## src/rtl/usb_fifo_sc.sv

```systemverilog
// usb_fifo_sc: single-clock USB endpoint FIFO with occupancy count, threshold flags, sticky errors and flush.
// Latency: dataOut valid 1 cycle after an accepted read; with USB_FIFO_FWFT_EN the head word is prefetched (first-word-fall-through).
// Backpressure: write refused when full unless a read is accepted on the same edge (sets overflow); read refused when empty (sets underflow).
module usb_fifo_sc #(
  parameter int FIFO_WIDTH = 8,
  parameter int FIFO_DEPTH = 64,
  parameter int ADDR_WIDTH = 6,
  parameter int AF_LEVEL   = 60,
  parameter int AE_LEVEL   = 4
) (
  input  logic                  clk,
  input  logic                  rst,
  input  logic [FIFO_WIDTH-1:0] dataIn,
  input  logic                  fifoWEn,
  input  logic                  fifoREn,
  input  logic                  fifoClear,
  output logic [FIFO_WIDTH-1:0] dataOut,
  output logic                  dataOutValid,
  output logic [ADDR_WIDTH:0]   numElementsInFifo,
  output logic                  full,
  output logic                  empty,
  output logic                  almostFull,
  output logic                  almostEmpty,
  output logic                  overflow,
  output logic                  underflow
);

  localparam logic [ADDR_WIDTH:0]   DEPTH_C = (ADDR_WIDTH+1)'(FIFO_DEPTH);
  localparam logic [ADDR_WIDTH:0]   AF_C    = (ADDR_WIDTH+1)'(AF_LEVEL);
  localparam logic [ADDR_WIDTH:0]   AE_C    = (ADDR_WIDTH+1)'(AE_LEVEL);
  localparam logic [ADDR_WIDTH:0]   CNT_ONE = (ADDR_WIDTH+1)'(1);
  localparam logic [ADDR_WIDTH-1:0] PTR_ONE = ADDR_WIDTH'(1);

  logic [FIFO_WIDTH-1:0] mem [FIFO_DEPTH];

  logic [ADDR_WIDTH-1:0] wr_ptr_q, wr_ptr_d, rd_ptr_q, rd_ptr_d;
  logic [ADDR_WIDTH:0]   count_q, count_d;
  logic [FIFO_WIDTH-1:0] data_out_q, data_out_d;
  logic                  dout_vld_q, dout_vld_d;
  logic                  full_q, full_d, empty_q, empty_d;
  logic                  af_q, af_d, ae_q, ae_d;
  logic                  ovf_q, ovf_d, udf_q, udf_d;
  logic                  rd_acc, wr_acc, rd_rej, wr_rej;
`ifdef USB_FIFO_FWFT_EN
  logic [ADDR_WIDTH:0]   ram_cnt;
  logic                  pf_load;
`endif

  always_comb begin
    // In prefetch mode empty tracks the output register, so the same accept rule holds for both builds.
    rd_acc = fifoREn & ~empty_q & ~fifoClear;
    rd_rej = fifoREn & empty_q;
    wr_acc = fifoWEn & ~fifoClear & (~full_q | rd_acc);
    wr_rej = fifoWEn & full_q & ~rd_acc;

    wr_ptr_d   = wr_acc ? wr_ptr_q + PTR_ONE : wr_ptr_q;
    rd_ptr_d   = rd_ptr_q;
    data_out_d = data_out_q;
    dout_vld_d = 1'b0;

    count_d = count_q;
    if (wr_acc && !rd_acc) begin
      count_d = count_q + CNT_ONE;
    end else if (rd_acc && !wr_acc) begin
      count_d = count_q - CNT_ONE;
    end

`ifdef USB_FIFO_FWFT_EN
    ram_cnt    = count_q - {{ADDR_WIDTH{1'b0}}, dout_vld_q};
    pf_load    = ~fifoClear & (ram_cnt != '0) & (~dout_vld_q | rd_acc);
    dout_vld_d = dout_vld_q & ~rd_acc;
    if (pf_load) begin
      data_out_d = mem[rd_ptr_q];
      dout_vld_d = 1'b1;
      rd_ptr_d   = rd_ptr_q + PTR_ONE;
    end
`else
    if (rd_acc) begin
      data_out_d = mem[rd_ptr_q];
      dout_vld_d = 1'b1;
      rd_ptr_d   = rd_ptr_q + PTR_ONE;
    end
`endif

    ovf_d = ovf_q | wr_rej;
    udf_d = udf_q | rd_rej;

    if (fifoClear) begin
      wr_ptr_d   = '0;
      rd_ptr_d   = '0;
      count_d    = '0;
      dout_vld_d = 1'b0;
      ovf_d      = 1'b0;
      udf_d      = 1'b0;
`ifdef USB_FIFO_FWFT_EN
      data_out_d = '0;
`endif
    end

    full_d = (count_d == DEPTH_C);
    af_d   = (count_d >= AF_C);
    ae_d   = (count_d <= AE_C);
`ifdef USB_FIFO_FWFT_EN
    empty_d = ~dout_vld_d;
`else
    empty_d = (count_d == '0);
`endif
  end

  always_ff @(posedge clk) begin
    if (rst) begin
      wr_ptr_q   <= '0;
      rd_ptr_q   <= '0;
      count_q    <= '0;
      data_out_q <= '0;
      dout_vld_q <= 1'b0;
      full_q     <= 1'b0;
      empty_q    <= 1'b1;
      af_q       <= 1'b0;
      ae_q       <= 1'b1;
      ovf_q      <= 1'b0;
      udf_q      <= 1'b0;
    end else begin
      wr_ptr_q   <= wr_ptr_d;
      rd_ptr_q   <= rd_ptr_d;
      count_q    <= count_d;
      data_out_q <= data_out_d;
      dout_vld_q <= dout_vld_d;
      full_q     <= full_d;
      empty_q    <= empty_d;
      af_q       <= af_d;
      ae_q       <= ae_d;
      ovf_q      <= ovf_d;
      udf_q      <= udf_d;
    end
  end

  // Storage is deliberately left out of reset.
  always_ff @(posedge clk) begin
    if (wr_acc && !rst) begin
      mem[wr_ptr_q] <= dataIn;
    end
  end

  assign dataOut           = data_out_q;
  assign dataOutValid      = dout_vld_q;
  assign numElementsInFifo = count_q;
  assign full              = full_q;
  assign empty             = empty_q;
  assign almostFull        = af_q;
  assign almostEmpty       = ae_q;
  assign overflow          = ovf_q;
  assign underflow         = udf_q;

endmodule

```

## config.mk

```make
export PLATFORM = sky130hd
export DESIGN_NAME = usb_fifo_sc
export DESIGN_NICKNAME = d
export VERILOG_FILES = /design/src/rtl/usb_fifo_sc.sv
export SDC_FILE = /design/constraint.sdc
export NUM_CORES = 1
export LEC_CHECK = 0
export CELL_PAD_IN_SITES_DETAIL_PLACEMENT = 1
export CELL_PAD_IN_SITES_GLOBAL_PLACEMENT = 1
export CORE_MARGIN = 4
export CORE_UTILIZATION = 55
export DETAILED_ROUTE_END_ITERATION = 10
export DONT_BUFFER_PORTS = 1
export GPL_ROUTABILITY_DRIVEN = 0
export PLACE_DENSITY = 0.89
export SLEW_MARGIN = 20
export SYNTH_ARGS = -nofsm -noshare
export SYNTH_HDL_FRONTEND = slang
export SYNTH_SLANG_ARGS = --single-unit
```

## constraint.sdc

```tcl
create_clock -name clk -period 2.4 [get_ports clk]
set_input_delay 0.24 -clock clk [delete_from_list [all_inputs] [get_ports clk]]
set_output_delay 0.24 -clock clk [all_outputs]
set_load 0.02 [all_outputs]
```

==> results of run 1 <==
==> through the flow <==
stage	std cells	setup TNS [ps]	instance area (µm²)	utilization, %
4_1_cts	1890	0	25200	65.3
5_1_grt	1892	-306	25300	65.5
6_report	1892	-30.7	25300	65.5
3_5_place_dp	1774	-218	22900	59.2
2_1_floorplan	1192	0	21500	-
3_3_place_gp	1774	0	22900	59.2
==> registers in the layout (all words and copies together) (netlist names) <==
name,flops
overflow,1
empty,1
numElementsInFifo,7
rd_ptr_q,6
mem,512
almostEmpty,1
underflow,1
full,1
dataOutValid,1
dataOut,8
wr_ptr_q,6
almostFull,1
==> cells by family after synthesis <==
| family | share of synthesized area [%] |
|---|---|
| flip-flops | 74.5 |
| AND/OR/NAND/NOR | 4.95 |
| multiplexers | 12.5 |
| AO/OA/AOI/OAI | 5.03 |
| buffers and inverters | 2.07 |
| XOR/XNOR | 0.650 |
| adder cells (fa/ha/maj) | 0.232 |
==> placed cells by master (no fill, tap or decap), drive strengths merged, types with 7 or more instances in the layout <==
| cell type | count |
|---|---|
| a2111oi | 7 |
| a211oi | 12 |
| a21oi | 36 |
| a22oi | 23 |
| buf | 143 |
| bufinv | 14 |
| clkbuf | 64 |
| clkinv | 20 |
| dfxtp | 34 |
| edfxtp | 512 |
| mux2i | 93 |
| mux4 | 75 |
| nand2 | 31 |
| nand2b | 15 |
| nand3 | 17 |
| nand3b | 7 |
| nand4 | 7 |
| nor2 | 122 |
| nor2b | 11 |
| o211ai | 7 |
| o21ai | 11 |
| o221ai | 9 |
| o22ai | 22 |
| o41ai | 7 |
| xnor2 | 10 |
==> repair_timing <==
| action | in CTS | in global routing |
|---|---|---|
| gates resized for setup | 15 | 15 |
| buffers inserted | 4 | 1 |
| hold endpoints to repair | 521 | 0 |
| pin swaps | 0 | 1 |
| hold buffers | 13 | 0 |
| setup endpoints to repair | 56 | 114 |
| gates cloned | 0 | 1 |
==> worst paths after layout <==
kind,endpoint,from
setup / recovery,dataOut[7],rd_ptr_q[1]
hold / removal,mem[55][7],dataIn[7]
setup reg to reg,dataOut[7],rd_ptr_q[1]
hold reg to reg,rd_ptr_q[5],rd_ptr_q[5]
==> layer usage <==
metal	share of wire (%)	vias up	track usage [%]	routed length, µm
met5	0	-	0	0
met2	50	1059	55.8	34700
met3	9.8	279	5.81	6730
li1	-	5057	-	-
met1	33	6640	41.2	23000
met4	6.5	0	15.8	4510
==> power breakdown <==
group | total, mW | internal, mW | switching, mW
logic | 0.335 | 0.0925 | 0.243
registers | 10.4 | 10.4 | 0.0112
clock network | 9.49 | 5.75 | 3.74
total | 20.2 | 16.2 | 4.00
==> layout make-up <==
cell class                      instances  area (µm²)
Fill cell                            3191       13300
Clock buffer                           63        1430
Clock inverter                         36         541
Inverter                                6        22.5
Tap cell                              518         648
Timing Repair Buffer                  149        1470
Multi-Input combinational cell        574        5150
Sequential cell                       546       16100
==> qor.csv, run 1 <==
stage,metric,value,unit
power_and_ir_drop,p_per_area,799,nW/µm²
floorplanning,die_h,206,µm
detailed_routing,firstDrtPassIters,6,
critical_path,critical_path_buf_inv_count,2,
timing,period_share,101,%
clock_tree,clkTransAtPathRegs,70,ps
floorplanning,core-area,38600,µm²
clock_tree,clock_sinks,546,
critical_path,start_kind,register,
critical_path,cp.depth,7,
power_and_ir_drop,p_total,20.2,mW
critical_path,crit_arrival,2900,ps
floorplanning,die_w,206,µm
timing,worst_slew_pin_slew,855,ps
floorplanning,rows,72,
timing,setup_ws,-23.8,ps
final_layout,drive_above_1_share,24.5,%
critical_path,cp_slowest_cell,mux4_2,
timing,maxSlewHeadroom,42.8,%
critical_path,critical_path.endpoint_type,register,
critical_path,worstPathCellList,"buf_16, buf_4, mux4_2, a22oi_1, nand2_1, and3_1, a21o_1",
logic_synthesis,yosys_warnings,0,
logic_synthesis,ys_ff_latch,546,
logic_synthesis,synth_edf_count,512,
logic_synthesis,synthTopCellsByArea,"edfxtp_1 (71%), mux4_2 (7.1%), mux2i_1 (4.3%), dfxtp_1 (3.2%), nor2_1 (2.1%)",
grt,grt_max_degree,65,
logic_synthesis,syn_area,21500,µm²
detailed_routing,routedWlPerCell,36.5,µm
logic_synthesis,ys.flop_type,edfxtp_1,
min_path,hold_depth,1,
detailed_routing,wl,69.0,mm
grt,grt_use_total,32.8,%
critical_path,regToRegSetupSlack,-20,ps
logic_synthesis,syn_avg_cell_area,18.1,µm²
clock_tree,clockRootBuffer,clkbuf_16,
place,place_ws,-96.1,ps
timing,hold_ws,9.90,ps
clock_tree,cts-htree-levels,2,
clock_tree,clk_latency,610,ps
final_layout,synthToLayoutAreaGrowth,17.5,%
floorplanning,ios,35,
timing,finClkSkew,36.9,ps
power_and_ir_drop,leakage,7.95,nW
critical_path,slowest_delay,570,ps
detailed_routing,vias,13000,
timing,setup_viol,4,
clock_tree,clockBufferDepth,3,
logic_synthesis,synthCells,1192,
logic_synthesis,synth_top_area_share,71.4,%
critical_path,critPathKind,reg -> reg,
critical_path,cp_data_required_time,2880,ps
critical_path,cp_max_fo,15,
critical_path,r2r_cells,7,
critical_path,critical-path-top-delay-family,multiplexers,
grt,grt_pass1_vias,13600,
timing,rsz0062_at_grt,true,
timing,slew_violations,0,
final_layout,n_antenna_cell,0,
detailed_routing,vias_per_cell,6.89,
logic_synthesis,synth.largest_area_cell,edfxtp_1,
detailed_routing,antenna_left,0,
min_path,min_path_type,in -> reg,
run_status,violations,negative setup slack,
flow_run,maxCapViolCount,0,
detailed_routing,drc_errors,0,
clock_tree,cts_tree,yes,
grt,antenna_found_initial,0,
clock_tree,numCtsBuffers,53,
final_layout,nNetsFinal,1347,
floorplanning,die-area,42400,µm²
timing,hold_viol,0,
floorplanning,start_util,55.7,%
place,hpwl,38.1,mm
run_status,status,"finished, violations left",
detailed_routing,drt_iter0_markers,1823,
logic_synthesis,async_reset_ff_share,0,%
place,port_buffers,0,
logic_synthesis,seq_area_frac_synth,74.5,%
logic_synthesis,synth_most_common_cell,edfxtp_1,
logic_synthesis,synth_cell_types,57,
timing,timing.fmax,413,MHz
grt,grt_pass1_wl,98.8,mm
timing,fin_crit,2420,ps
logic_synthesis,synth_common_cells,"edfxtp_1 (512), nor2_1 (122), mux2i_1 (93)",
grt,grt_overflow,0,
power_and_ir_drop,ir_drop,0.000955,V
logic_synthesis,synth_fp_nets,1209,
Power figures use the tool's default switching activity.
==> run 2, diff against run 1 <==
RECOVER_POWER = 100   (was default)
SETUP_SLACK_MARGIN = 0.2   (was default)
==> qor.csv, run 2 (synthesis gave the netlist of run 1 again) <==
stage,metric,value,unit,change
detailed_routing,wl,75.6,mm,was 69.0 mm
detailed_routing,routedWlPerCell,39.5,µm,was 36.5 µm
detailed_routing,drt_iter0_markers,2364,,was 1823
clock_tree,clkTransAtPathRegs,80,ps,was 70 ps
detailed_routing,antenna_left,0,,unchanged
floorplanning,ios,35,,unchanged
flow_run,maxCapViolCount,8,,was 0
floorplanning,die-area,42400,µm²,unchanged
grt,grt_overflow,0,,unchanged
timing,slew_violations,520,,was 0
grt,grt_use_total,33.9,%,was 32.8%
critical_path,r2r_end,dataOut[6],,was dataOut[7]
power_and_ir_drop,p_per_area,756,nW/µm²,was 799 nW/µm²
detailed_routing,vias,13700,,was 13000
final_layout,fill_cells,3169,,was 3191
critical_path,r2r_cells,9,,was 7
critical_path,cp_data_required_time,2910,ps,was 2880 ps
final_layout,largest_reg_flops,512,,unchanged
timing,hold_ws,70.9,ps,was 9.90 ps
run_status,status,"finished, violations left",,unchanged
floorplanning,die_w,206,µm,unchanged
timing,fin_crit,2520,ps,was 2420 ps
place,hpwl,38.0,mm,was 38.1 mm
final_layout,n_antenna_cell,0,,unchanged
final_layout,design_area,25600,µm²,was 25300 µm²
critical_path,crit_arrival,3030,ps,was 2900 ps
timing,worst_slew_pin_slew,1850,ps,was 855 ps
final_layout,largest_register,mem,,unchanged
final_layout,final_common_cell,edfxtp_1,,unchanged
timing,finClkSkew,23.2,ps,was 36.9 ps
final_layout,regArea,16100,µm²,about the same
floorplanning,die_h,206,µm,unchanged
floorplanning,rows,72,,unchanged
power_and_ir_drop,p_total,19.3,mW,was 20.2 mW
clock_tree,cts_tree,yes,,unchanged
place,dpl_cell_area,22900,µm²,about the same
min_path,hold_depth,4,,was 1
timing,period_share,105,%,was 101%
critical_path,r2r_start,rd_ptr_q[0],,was rd_ptr_q[1]
floorplanning,start_util,55.7,%,unchanged
detailed_routing,drc_errors,0,,unchanged
clock_tree,clock_sinks,546,,unchanged
floorplanning,core-area,38600,µm²,unchanged
grt,antenna_found_initial,3,,was 0
final_layout,multi_input_area,5500,µm²,was 5150 µm²
timing,hold_viol,0,,unchanged
critical_path,start_kind,register,,unchanged
clock_tree,cts-htree-levels,2,,unchanged
final_layout,final_cell_mix,"edfxtp_1 (512), buf_4 (122), nor2_1 (97)",,"was edfxtp_1 (512), buf_4 (122), nor2_1 (119)"
timing,timing.fmax,397,MHz,was 413 MHz
final_layout,drive_above_1_share,28.9,%,was 24.5%
timing,rsz0062_at_grt,true,,unchanged
power_and_ir_drop,ir_drop,0.000801,V,was 0.000955 V
timing,setup_viol,3,,was 4
place,placedCellCount,1766,,was 1774
detailed_routing,vias_per_cell,7.14,,was 6.89
critical_path,critical_path.endpoint_type,register,,unchanged
final_layout,nNetsFinal,1371,,was 1347
grt,grt_pass1_vias,13800,,was 13600
run_status,violations,"max-capacitance violations, max-slew violations, negative setup slack",,was negative setup slack
clock_tree,numCtsBuffers,53,,unchanged
critical_path,cp_max_fo,9,,was 15
grt,grt_pass1_wl,101,mm,was 98.8 mm
clock_tree,clockRootBuffer,clkbuf_16,,unchanged
place,port_buffers,0,,unchanged
detailed_routing,firstDrtPassIters,6,,unchanged
min_path,worstHoldStart,fifoClear,,was dataIn[7]
timing,setup_ws,-118,ps,was -23.8 ps
clock_tree,clockBufferDepth,3,,unchanged
timing,maxSlewHeadroom,-23.4,%,was 42.8%
min_path,min_to,rd_ptr_q[4],,was mem[55][7]
final_layout,synthToLayoutAreaGrowth,18.7,%,was 17.5%
final_layout,fin_cells,1914,,was 1892
clock_tree,clk_latency,620,ps,was 610 ps
critical_path,critPathKind,reg -> reg,,unchanged
power_and_ir_drop,leakage,7.94,nW,was 7.95 nW
final_layout,fin_util,66.2,%,was 65.5%
min_path,min_path_type,in -> reg,,unchanged
grt,grt_max_degree,65,,unchanged
critical_path,regToRegSetupSlack,-120,ps,was -20 ps
[run 2: changes by cell type in the layout (fill, tap and decap cells not counted), moves of 7 or more]
cell,change
clkbuf_1,+18
nor2_1,-22
nor2_2,+11
buf_12,+8
nor2_4,+11
a21oi_1,-7
clkbuf_2,+8
bufinv_16,-9
buf_16,-7
[run 2: how the worst max path moves through the flow]
stage | from | end | slack [ps] | depth (start not counted)
6_report | rd_ptr_q[0] | dataOut[6] | -120 | 9
5_1_grt | rd_ptr_q[0] | dataOut[6] | -100 | 7
4_1_cts | rd_ptr_q[0] | dataOut[6] | 90 | 10
3_5_place_dp | rd_ptr_q[1] | dataOut[2] | -140 | 7
3_3_place_gp | rd_ptr_q[1] | dataOut[0] | 30 | 7
2_1_floorplan | empty | mem[62][0] | 100 | 6
[run 2: through the flow]
step	TNS, ps	setup slack [ps]
2_1_floorplan	0	101
3_3_place_gp	0	28.2
3_5_place_dp	-247	-137
4_1_cts	0	90.1
5_1_grt	-176	-102
6_report	-169	-118
[run 2: worst max-delay path: stages (launching register included)]
cell	delay, ps
dfxtp_4	380
buf_4	140
buf_4	110
buf_4	220
or2b_2	230
buf_4	210
o22ai_1	90
a21oi_1	500
a31oi_2	270
a21o_1	260
[run 2: cell type report]
| class | count | area share, % |
|---|---|---|
| Sequential cell | 546 | 62.8 |
| Multi-Input combinational cell | 574 | 21.5 |
| Timing Repair Buffer | 173 | 6.47 |
| Clock buffer | 73 | 5.64 |
| Tap cell | 518 | 2.53 |
| Clock inverter | 24 | 0.959 |
| Inverter | 6 | 0.0880 |
[run 2: where the power goes]
part | total, mW | leakage, nW | switching (mW) | internal [mW]
Combinational | 0.326 | 2.24 | 0.263 | 0.0630
Sequential | 10.4 | 4.88 | 0.0108 | 10.4
Clock | 8.60 | 0.823 | 3.85 | 4.75
[run 2: timing repair]
item,in CTS,in global routing
endpoints found under the hold margin,522,0
resized for setup,37,83
cloned,2,2
pin swaps,4,22
hold buffers,13,0
endpoints found under the setup margin,29,230
buffers inserted,23,11
[run 2: routing by layer]
layer / up-vias / share of wire [%] / GRT usage, %
met4: 4 / 8.3 / 18.5
met5: - / 0.049 / 0
li1: 5104 / - / -
met2: 1358 / 47 / 54.8
met3: 436 / 12 / 8.00
met1: 6755 / 33 / 42.7
==> run 3, diff against run 2 <==
CORE_ASPECT_RATIO = 0.6   (was default)
==> qor.csv, run 3 (synthesis gave the netlist of run 1 again) <==
stage,metric,value,unit,change
detailed_routing,antenna_left,0,,unchanged
run_status,status,"finished, violations left",,unchanged
power_and_ir_drop,p_clk_share,40.3,%,was 44.4%
flow_run,maxCapViolCount,8,,unchanged
clock_tree,clock_sinks,546,,unchanged
final_layout,largest_register,mem,,unchanged
power_and_ir_drop,ir_drop,0.000634,V,was 0.000801 V
timing,worst_slew_pin_slew,1790,ps,was 1850 ps
grt,grt_pass1_wl,95.2,mm,was 101 mm
grt,grtUsageMet1,42.0,%,was 42.7%
grt,top_usage_layer,met2,,unchanged
floorplanning,rows,55,,was 72
timing,period_share,98.9,%,was 105%
place,hpwl,40.4,mm,was 38.0 mm
grt,use_met2,49.2,%,was 54.8%
final_layout,drive_above_1_share,29.9,%,was 28.9%
grt,met3_usage,10.0,%,was 8.00%
final_layout,design_area,25600,µm²,about the same
power_and_ir_drop,intPower,14.3,mW,was 15.2 mW
detailed_routing,vias,13400,,was 13700
final_layout,largest_reg_flops,512,,unchanged
timing,rsz0062_at_grt,true,,unchanged
floorplanning,die_w,264,µm,was 206 µm
clock_tree,clkTransAtPathRegs,70,ps,was 80 ps
timing,setup_ws,25.9,ps,was -118 ps
detailed_routing,drt_iter0_markers,1914,,was 2364
detailed_routing,wl,70.3,mm,was 75.6 mm
grt,grt_use_total,31.1,%,was 33.9%
min_path,min_path_type,in -> reg,,unchanged
final_layout,fill_cells,3190,,was 3169
final_layout,synthToLayoutAreaGrowth,18.7,%,about the same
clock_tree,clk_latency,570,ps,was 620 ps
grt,grt_pass1_vias,13500,,was 13800
clock_tree,clockRootBuffer,clkbuf_16,,unchanged
timing,setup_viol,0,,was 3
timing,timing.fmax,421,MHz,was 397 MHz
clock_tree,numCtsBuffers,48,,was 53
floorplanning,start_util,56.4,%,was 55.7%
clock_tree,cts-htree-levels,2,,unchanged
floorplanning,die-area,42500,µm²,was 42400 µm²
timing,maxSlewHeadroom,-19.1,%,was -23.4%
final_layout,nNetsFinal,1406,,was 1371
critical_path,crit_arrival,2820,ps,was 3030 ps
detailed_routing,vias_per_cell,6.91,,was 7.14
grt,grt_max_degree,65,,unchanged
detailed_routing,firstDrtPassIters,5,,was 6
power_and_ir_drop,comb_power_share,1.8,%,was 1.7%
timing,fin_crit,2370,ps,was 2520 ps
final_layout,fin_cells,1937,,was 1914
critical_path,cp_max_fo,13,,was 9
floorplanning,ios,35,,unchanged
final_layout,fin_util,67.0,%,was 66.2%
timing,slew_violations,520,,unchanged
critical_path,critical_path.endpoint_type,register,,unchanged
run_status,violations,"max-capacitance violations, max-slew violations",,"was max-capacitance violations, max-slew violations, negative setup slack"
critical_path,critPathKind,reg -> reg,,unchanged
power_and_ir_drop,power.share.sequential,57.9,%,was 53.9%
power_and_ir_drop,p_switching,3.70,mW,was 4.12 mW
place,place_ws,-231,ps,was -137 ps
timing,hold_viol,0,,unchanged
place,dpl_cell_area,23000,µm²,was 22900 µm²
power_and_ir_drop,leakage,8.07,nW,was 7.94 nW
place,placedCellCount,1781,,was 1766
final_layout,final_cell_mix,"edfxtp_1 (512), buf_4 (159), nor2_1 (99)",,"was edfxtp_1 (512), buf_4 (122), nor2_1 (97)"
critical_path,start_kind,register,,unchanged
critical_path,cp_data_required_time,2850,ps,was 2910 ps
place,port_buffers,0,,unchanged
final_layout,final_common_cell,edfxtp_1,,unchanged
floorplanning,die_h,161,µm,was 206 µm
power_and_ir_drop,p_per_area,705,nW/µm²,was 756 nW/µm²
floorplanning,core-area,38200,µm²,was 38600 µm²
grt,antenna_found_initial,3,,unchanged
detailed_routing,drc_errors,0,,unchanged
clock_tree,clockBufferDepth,3,,unchanged
grt,grt_overflow,0,,unchanged
timing,finClkSkew,19.0,ps,was 23.2 ps
clock_tree,cts_tree,yes,,unchanged
detailed_routing,routedWlPerCell,36.3,µm,was 39.5 µm
power_and_ir_drop,switching_share,20.5,%,was 21.3%
run 3: worst max-delay path, stage by stage, from the launching register on:
cell and delay (ps):
dfxtp_4 500, buf_4 240, buf_8 200, mux2i_2 260
nor2_1 80, a2111oi_2 350, o211ai_1 160, a32oi_1 340
nand2b_1 120
run 3: path summary, 6_finish.rpt:
| kind | from | to | slack [ps] | cells past startpoint |
|---|---|---|---|---|
| worst min register to register | numElementsInFifo[0] | numElementsInFifo[0] | 630 | 3 |
| worst max-delay path | rd_ptr_q[1] | dataOut[5] | 30 | 8 |
| worst min-delay path | fifoClear | rd_ptr_q[2] | 50 | 4 |
| worst max register to register | rd_ptr_q[1] | dataOut[5] | 30 | 8 |
run 3: layer usage:
| layer | wire (µm) | vias to the layer above |
|---|---|---|
| met5 | 36 | - |
| met3 | 9360 | 241 |
| met1 | 25600 | 6856 |
| met2 | 32500 | 1128 |
| li1 | - | 5165 |
| met4 | 2810 | 4 |
run 3: per-stage QoR:
stage | TNS [ps] | hold WS [ps] | power, mW
final | 0 | 45.7 | 18.0
after global routing | 0 | 90.2 | 18.5
after CTS | 0 | 27.8 | 18.0
after detailed placement | -455 | 343 | 10.7
after global placement | -81.8 | 343 | 10.7
after floorplan | 0 | 339 | 10.7
run 3: final cells by class:
cell class              count  area [µm²]  share of cell area, %
well taps                 513         642                   2.51
inverters                   6        22.5                 0.0881
flip-flops and latches    546       16100                   62.8
clock buffers              67        1320                   5.18
clock inverters            16        81.3                  0.318
diodes                      2        5.00                 0.0196
repair buffers            213        1970                   7.72
multi-input cells         574        5460                   21.3
run 3: power by group through the flow:
stage | logic (mW) | clock network (mW) | registers (mW)
2_1_floorplan | 0.0742 | 0 | 10.6
3_3_place_gp | 0.106 | 0 | 10.6
3_5_place_dp | 0.114 | 0 | 10.6
4_1_cts | 0.328 | 7.25 | 10.4
5_1_grt | 0.332 | 7.75 | 10.4
6_report | 0.325 | 7.27 | 10.4
run 3: timing repair:
item,4_1_cts,5_1_grt
resized for setup,47,80
setup buffers,17,37
endpoints found under the hold margin,520,0
hold buffers,13,0
cloned,2,2
setup endpoints to repair,279,213
pin swaps,7,23
